<file path="src/rtl/muldiv_pkg.sv">
// Shared constants for the HI/LO multiply/divide sequencer: ALU opcodes,
// operation encodings and sequencer states.
package muldiv_pkg;

  localparam logic [3:0] ALU_add = 4'b0001;
  localparam logic [3:0] ALU_sub = 4'b0010;

  typedef enum logic [1:0] {
    OP_MULT  = 2'b00,
    OP_MULTU = 2'b01,
    OP_DIV   = 2'b10,
    OP_DIVU  = 2'b11
  } op_t;

  typedef enum logic [1:0] {
    IDLE = 2'b00,
    PREP = 2'b01,
    ITER = 2'b10,
    FIX  = 2'b11
  } state_t;

endpackage

</file>
<file path="src/rtl/muldiv_sign_fix.sv">
// Combinational sign helpers: two conditional absolute values, one 64-bit and
// two 32-bit conditional negates. Shared by the PREP and FIX steps.
module muldiv_sign_fix #(
  parameter int W = 32
) (
  input  logic [W-1:0]   abs_a_in,
  input  logic [W-1:0]   abs_b_in,
  input  logic           abs_en,
  output logic [W-1:0]   abs_a_out,
  output logic [W-1:0]   abs_b_out,
  input  logic [2*W-1:0] n64_in,
  input  logic           n64_en,
  output logic [2*W-1:0] n64_out,
  input  logic [W-1:0]   n32a_in,
  input  logic           n32a_en,
  output logic [W-1:0]   n32a_out,
  input  logic [W-1:0]   n32b_in,
  input  logic           n32b_en,
  output logic [W-1:0]   n32b_out
);

  // abs of the most negative value wraps to itself, which read unsigned is 2^(W-1)
  assign abs_a_out = (abs_en && abs_a_in[W-1]) ? (~abs_a_in + 1'b1) : abs_a_in;
  assign abs_b_out = (abs_en && abs_b_in[W-1]) ? (~abs_b_in + 1'b1) : abs_b_in;
  assign n64_out   = n64_en  ? (~n64_in  + 1'b1) : n64_in;
  assign n32a_out  = n32a_en ? (~n32a_in + 1'b1) : n32a_in;
  assign n32b_out  = n32b_en ? (~n32b_in + 1'b1) : n32b_in;

endmodule

</file>
<file path="src/rtl/muldiv_seq.sv">
// Iterative mult/multu/div/divu sequencer with HI/LO and mthi/mtlo, borrowing
// the shared ALU once per iteration. MULDIV_EARLY_EXIT_EN: multiply early exit.
import muldiv_pkg::*;

module muldiv_seq #(
  parameter int XLEN = 32
) (
  input  logic            clk,
  input  logic            rst,
  input  logic            start,
  input  logic [1:0]      op,
  input  logic [XLEN-1:0] rs_val,
  input  logic [XLEN-1:0] rt_val,
  input  logic            hi_we,
  input  logic            lo_we,
  input  logic [XLEN-1:0] wdata,
  output logic            busy,
  output logic            done,
  output logic [XLEN-1:0] hi,
  output logic [XLEN-1:0] lo,
  output logic            alu_req,
  output logic [XLEN-1:0] alu_a,
  output logic [XLEN-1:0] alu_b,
  output logic [3:0]      alu_ctr,
  input  logic [XLEN-1:0] alu_c
);

  localparam int CW = $clog2(XLEN);

  state_t          state, state_n;
  op_t             op_q, op_n;
  logic [XLEN-1:0] rs_q, rs_n, rt_q, rt_n, bop, bop_n;
  logic [XLEN-1:0] acc_hi, acc_hi_n, acc_lo, acc_lo_n;
  logic [XLEN-1:0] hi_r, hi_n, lo_r, lo_n;
  logic [CW-1:0]   cnt, cnt_n;
  logic            sign_q, sign_q_n, sign_r, sign_r_n, done_r, done_n;
  logic            signed_op, is_div, carry, msb, take;
  logic [XLEN-1:0] rsh, abs_rs, abs_rt, neg_q, neg_r;
  logic [2*XLEN-1:0] neg_p;
`ifdef MULDIV_EARLY_EXIT_EN
  logic [XLEN-1:0] mrem, mrem_n;
  logic [CW:0]     sh;
`endif

  assign signed_op = (op_q == OP_MULT) || (op_q == OP_DIV);
  assign is_div    = op_q[1];

  muldiv_sign_fix #(.W(XLEN)) u_sign_fix (
    .abs_a_in (rs_q),             .abs_b_in (rt_q),   .abs_en  (signed_op),
    .abs_a_out(abs_rs),           .abs_b_out(abs_rt),
    .n64_in   ({acc_hi, acc_lo}), .n64_en   (sign_q), .n64_out (neg_p),
    .n32a_in  (acc_lo),           .n32a_en  (sign_q), .n32a_out(neg_q),
    .n32b_in  (acc_hi),           .n32b_en  (sign_r), .n32b_out(neg_r)
  );

  always_ff @(posedge clk) begin
    if (rst) begin
      state  <= IDLE;
      op_q   <= OP_MULT;
      rs_q   <= '0;
      rt_q   <= '0;
      bop    <= '0;
      acc_hi <= '0;
      acc_lo <= '0;
      hi_r   <= '0;
      lo_r   <= '0;
      cnt    <= '0;
      sign_q <= 1'b0;
      sign_r <= 1'b0;
      done_r <= 1'b0;
`ifdef MULDIV_EARLY_EXIT_EN
      mrem   <= '0;
`endif
    end else begin
      state  <= state_n;
      op_q   <= op_n;
      rs_q   <= rs_n;
      rt_q   <= rt_n;
      bop    <= bop_n;
      acc_hi <= acc_hi_n;
      acc_lo <= acc_lo_n;
      hi_r   <= hi_n;
      lo_r   <= lo_n;
      cnt    <= cnt_n;
      sign_q <= sign_q_n;
      sign_r <= sign_r_n;
      done_r <= done_n;
`ifdef MULDIV_EARLY_EXIT_EN
      mrem   <= mrem_n;
`endif
    end
  end

  always_comb begin
    state_n  = state;
    op_n     = op_q;
    rs_n     = rs_q;
    rt_n     = rt_q;
    bop_n    = bop;
    acc_hi_n = acc_hi;
    acc_lo_n = acc_lo;
    hi_n     = hi_r;
    lo_n     = lo_r;
    cnt_n    = cnt;
    sign_q_n = sign_q;
    sign_r_n = sign_r;
    done_n   = 1'b0;
    alu_req  = 1'b0;
    alu_a    = '0;
    alu_b    = '0;
    alu_ctr  = 4'b0000;
    carry    = 1'b0;
    msb      = acc_hi[XLEN-1];
    rsh      = {acc_hi[XLEN-2:0], acc_lo[XLEN-1]};
    take     = 1'b0;
`ifdef MULDIV_EARLY_EXIT_EN
    mrem_n   = mrem;
    sh       = (CW+1)'(XLEN) - {1'b0, cnt};
`endif
    case (state)
      IDLE: begin
        if (start) begin
          state_n = PREP;
          op_n    = op_t'(op);
          rs_n    = rs_val;
          rt_n    = rt_val;
        end else begin
          if (hi_we) hi_n = wdata;
          if (lo_we) lo_n = wdata;
        end
      end
      PREP: begin
        state_n  = ITER;
        sign_q_n = signed_op & (rs_q[XLEN-1] ^ rt_q[XLEN-1]);
        sign_r_n = signed_op & rs_q[XLEN-1];
        cnt_n    = '0;
        acc_hi_n = '0;
        acc_lo_n = is_div ? abs_rs : abs_rt;
        bop_n    = is_div ? abs_rt : abs_rs;
`ifdef MULDIV_EARLY_EXIT_EN
        mrem_n   = abs_rt;
        if (!is_div && abs_rt == '0) state_n = FIX;
`endif
      end
      ITER: begin
        alu_req = 1'b1;
        alu_b   = bop;
        cnt_n   = cnt + 1'b1;
        if (cnt == CW'(XLEN - 1)) state_n = FIX;
        if (is_div) begin
          alu_a    = rsh;
          alu_ctr  = ALU_sub;
          take     = msb | (rsh >= bop);
          acc_hi_n = take ? alu_c : rsh;
          acc_lo_n = {acc_lo[XLEN-2:0], take};
        end else begin
          alu_a   = acc_hi;
          alu_ctr = ALU_add;
          if (acc_lo[0]) begin
            carry    = alu_c < acc_hi;
            acc_hi_n = {carry, alu_c[XLEN-1:1]};
            acc_lo_n = {alu_c[0], acc_lo[XLEN-1:1]};
          end else begin
            acc_hi_n = {1'b0, acc_hi[XLEN-1:1]};
            acc_lo_n = {acc_hi[0], acc_lo[XLEN-1:1]};
          end
`ifdef MULDIV_EARLY_EXIT_EN
          mrem_n = mrem >> 1;
          // no multiplier bits left: the rest of the iterations are pure shifts
          if (mrem == '0) begin
            {acc_hi_n, acc_lo_n} = {acc_hi, acc_lo} >> sh;
            state_n              = FIX;
          end
`endif
        end
      end
      FIX: begin
        state_n = IDLE;
        done_n  = 1'b1;
        if (!is_div) begin
          {hi_n, lo_n} = neg_p;
        end else if (rt_q == '0) begin
          hi_n = rs_q;
          lo_n = '1;
        end else begin
          hi_n = neg_r;
          lo_n = neg_q;
        end
      end
      default: state_n = IDLE;
    endcase
  end

  assign busy = (state != IDLE);
  assign done = done_r;
  assign hi   = hi_r;
  assign lo   = lo_r;

endmodule

</file>
<file path="config.mk">
export PLATFORM = sky130hd
export DESIGN_NAME = muldiv_seq
export DESIGN_NICKNAME = d
export VERILOG_FILES = /design/src/rtl/muldiv_pkg.sv /design/src/rtl/muldiv_sign_fix.sv /design/src/rtl/muldiv_seq.sv
export SDC_FILE = /design/constraint.sdc
export NUM_CORES = 1
export LEC_CHECK = 0
export CAP_MARGIN = 10
export CORE_MARGIN = 3
export CORE_UTILIZATION = 50
export CTS_CLUSTER_DIAMETER = 30
export DETAILED_ROUTE_END_ITERATION = 6
export PLACE_DENSITY = 0.87
export SETUP_SLACK_MARGIN = 0.02
export SLEW_MARGIN = 20
export SYNTH_ARGS = -nofsm -noshare
export SYNTH_HDL_FRONTEND = slang
export SYNTH_SLANG_ARGS = --single-unit
export TNS_END_PERCENT = 1
</file>
<file path="constraint.sdc">
create_clock -name clk -period 2.6 [get_ports clk]
set_input_delay 0.26 -clock clk [delete_from_list [all_inputs] [get_ports clk]]
set_output_delay 0.26 -clock clk [all_outputs]
set_load 0.03 [all_outputs]
</file>
==> key figures <==
Outcome
  – Status: finished, violations left
  – Failing checks: negative setup slack

Clocking
  – Clock Latency Late Sink: 0.61 ns
  – Clock sinks: 236
  – CTS max path bufs: 3
  – Hold-fix buffers, CTS: 0
  – CTS tree: done
  – Total CTS buffers: 60
  – CTS root buffer: clkbuf_16
  – Worst-path clk slew: 0.05 ns
  – Htree depth: 2

Placed design
  – Port Buffer Count: 267
  – DP Worst Slack: -0.274 ns
  – Dpl hpwl: 59800 um
  – Placed Instance Area: 0.0228 mm2
  – GP Congestion: 1.08

Critical path
  – R2R Path Start: rt_q[1]$_SDFFE_PP0P_
  – Worst Path Max Fanout: 4
  – Crit path capture type: flip-flop
  – Reg-to-Reg End: acc_lo[28]$_SDFFE_PP0P_
  – Setup crit start kind: flip-flop
  – Worst path required time: 3.06 ns
  – Register-to-Register Path Depth: 10
  – Crit Path Class: flip-flop to flip-flop
  – R2R setup slack: -0.30 ns
  – Critical Path AT: 3.36 ns

Timing
  – Hold WS: 0.179 ns
  – Setup WS post-layout: -0.299 ns
  – Crit path time final: 2.90 ns
  – Final setup viols: 76
  – Worst-Margin Slew: 0.914 ns
  – RSZ-0062 raised after global routing: true
  – Hold Fails Final Rpt: 0
  – Max Clock Freq: 345 MHz
  – Final Cycle Share: 112%
  – Worst relative slew slack: 38.4%
  – Final Slew Violations: 0
  – Clk_skew: 0.0327 ns

Routing
  – Drt first pass iters: 6
  – Residual DRC: 0
  – Post-route ant nets: 0
  – Wire per inst: 24.1 um
  – DR vias: 21.8k
  – Via/cell ratio: 6.49
  – Total Routed Length: 81000 um
  – Initial DRC Count: 3176

Yosys
  – Mapped Cells: 2441
  – Synth unique cells: 82
  – Count of state elements after synthesis: 236
  – Synthesized area: 0.0178 mm2
  – Top cells by count, synth: nand2_1, nor2_1, dfxtp_1, a21oi_1, clkbuf_1
  – Syn_area_per_cell: 7.27 um2
  – Ys flop type: dfxtp_1
  – Post-synth EDFFs: 0
  – Top cells by area, synth: dfxtp_1, nand2_1, nor2_1
  – Synth area leader: dfxtp_1
  – Ys Warns: 0
  – Async SR Flop Fraction: 0%
  – Top cell type's share of synthesized area: 26.6%
  – Most frequent cell after synthesis: nand2_1
  – Register area share after synthesis: 26.6%

Die
  – Die Ht: 194 um
  – Row cnt: 68
  – Initial Util: 51.0%
  – Die W: 194 um
  – I/O Pins: 270
  – Core area: 0.0348 mm2
  – Die ar.: 0.0378 mm2

Min path
  – Hold Crit Depth: 2
  – HP Start: rst
  – Hold WC Path Type: input port to flip-flop
  – Hold EP: sign_r$_SDFFE_PP0N_

Cells and area
  – Fill cells: 2585
  – P&R area growth vs syn: 42.7%
  – Final Instance Area: 0.0253 mm2
  – Final nets: 3068
  – Fin util: 72.8%
  – Fraction of layout cells with a size suffix above 1: 20.5%

Global route
  – Largest net degree at the start of global routing: 75
  – Initial antenna violation count: 2
  – Vias in the first global route: 20.6k
  – First-pass GRT wire length: 122000 um
  – GRT Util Overall: 40.4%
  – Total grt overflow: 0

Power
  – Pwr Density: 1170 mW/mm2
  – VDD IR max: 659 uV
  – Leakage power: 10.0 nW

Flow run
  – Maxcap violations: 0
## routing by layer
layer	global-route usage (%)	wire length [um]
met4	21.7	5280
met1	53.9	30500
met3	8.75	10700
met5	0	0
met2	61.3	34600
## layout by cell type, fill, tap and decap left out, types with 15 or more instances in the layout
cell / synthesis / routed
and3_1: 38 / 38
a21o_1: 16 / 16
o211ai_1: 34 / 34
or3_1: 47 / 46
inv_1: 92 / 89
or4_1: 22 / 17
nand2_1: 318 / 316
a31oi_1: 20 / 20
xnor2_1: 109 / 104
nand2b_1: 28 / 26
o31ai_1: 36 / 30
a211oi_1: 17 / 16
nor3_1: 45 / 43
o221ai_1: 34 / 34
nor2_1: 263 / 262
ha_1: 73 / 68
clkbuf_16: 0 / 61
a21oi_1: 182 / 178
clkdlybuf4s50_1: 0 / 200
mux2i_1: 88 / 88
o21ai_1: 6 / 15
nand4_1: 20 / 20
dfxtp_1: 236 / 228
buf_12: 0 / 36
o21ai_0: 150 / 139
nor4_1: 23 / 22
buf_4: 2 / 334
xor2_1: 30 / 29
nand3_1: 90 / 90
## final cells by class
cell class                      instances  area, um2  area share, %
Inverter                               95        357           1.41
Tap cell                              455        569           2.25
Multi-Input combinational cell       1892      12300           48.4
Clock inverter                         37        484           1.91
Sequential cell                       236       4740           18.7
Timing Repair Buffer                  575       5290           20.9
Antenna cell                            2       5.00         0.0198
Clock buffer                           74       1630           6.42
## critical path, cell delays in order, from the launching register on
cell and delay, ns:
dfxtp_2 0.33, inv_2 0.07, ha_4 0.12, or4b_4 0.48, or4_4 0.60, buf_12 0.18
o31ai_4 0.18, xnor2_1 0.12, mux4_2 0.46, a31oi_1 0.14, a211oi_1 0.08
## report_power, final
group	switching [W]	internal, W	leakage, nW
Sequential	0.000808	0.00444	1.93
Clock	0.00248	0.00530	1.01
Combinational	0.0102	0.00644	7.06
## flip-flops by register name, indices dropped and copies added (netlist names)
name / cells
acc_hi: 32
acc_lo: 32
bop: 32
hi: 32
lo: 32
rs_q: 32
rt_q: 32
cnt: 5
op_q: 2
state: 2
done: 1
sign_q: 1
sign_r: 1
## worst max-delay path by stage
stage / start / endpoint / slack [ns] / cells past startpoint
floorplan: rt_q[0]$_SDFFE_PP0P_ / hi[15]$_SDFFE_PP0P_ / -0.14 / 11
global placement: rt_q[0]$_SDFFE_PP0P_ / acc_lo[28]$_SDFFE_PP0P_ / -0.25 / 10
detailed placement: rt_q[1]$_SDFFE_PP0P_ / acc_lo[28]$_SDFFE_PP0P_ / -0.27 / 10
CTS: rt_q[1]$_SDFFE_PP0P_ / acc_lo[28]$_SDFFE_PP0P_ / -0.29 / 10
global route: rt_q[1]$_SDFFE_PP0P_ / acc_lo[28]$_SDFFE_PP0P_ / -0.38 / 10
finish: rt_q[1]$_SDFFE_PP0P_ / acc_lo[28]$_SDFFE_PP0P_ / -0.30 / 10
## kinds of logic (layout without fill, tap and decap cells)
kind of cell | after synthesis | in the layout | synth area share (%)
flip-flops | 236 | 236 | 26.6
AO/OA/AOI/OAI | 620 | 620 | 22.6
AND/OR/NAND/NOR | 956 | 956 | 25.4
adder cells (fa/ha/maj) | 73 | 73 | 5.15
multiplexers | 102 | 102 | 6.48
XOR/XNOR | 139 | 139 | 6.86
other | 1 | 4 | 0.0211
buffers and inverters | 314 | 781 | 6.91
## through the flow
step | cells | setup TNS (ns) | power (W)
2_1_floorplan | 2442 | -1.77 | 0.0140
3_3_place_gp | 3253 | -5.04 | 0.0203
3_5_place_dp | 3253 | -8.86 | 0.0207
4_1_cts | 3364 | -6.27 | 0.0288
5_1_grt | 3364 | -15.86 | 0.0308
6_report | 3366 | -8.24 | 0.0296
## timing repair
action	in CTS	in global routing
resized for setup	50	31
setup endpoints to repair	112	156
setup buffers	0	0
gates cloned	0	0
pin swaps	46	10
No activity file was read; power rests on OpenSTA's default activity.
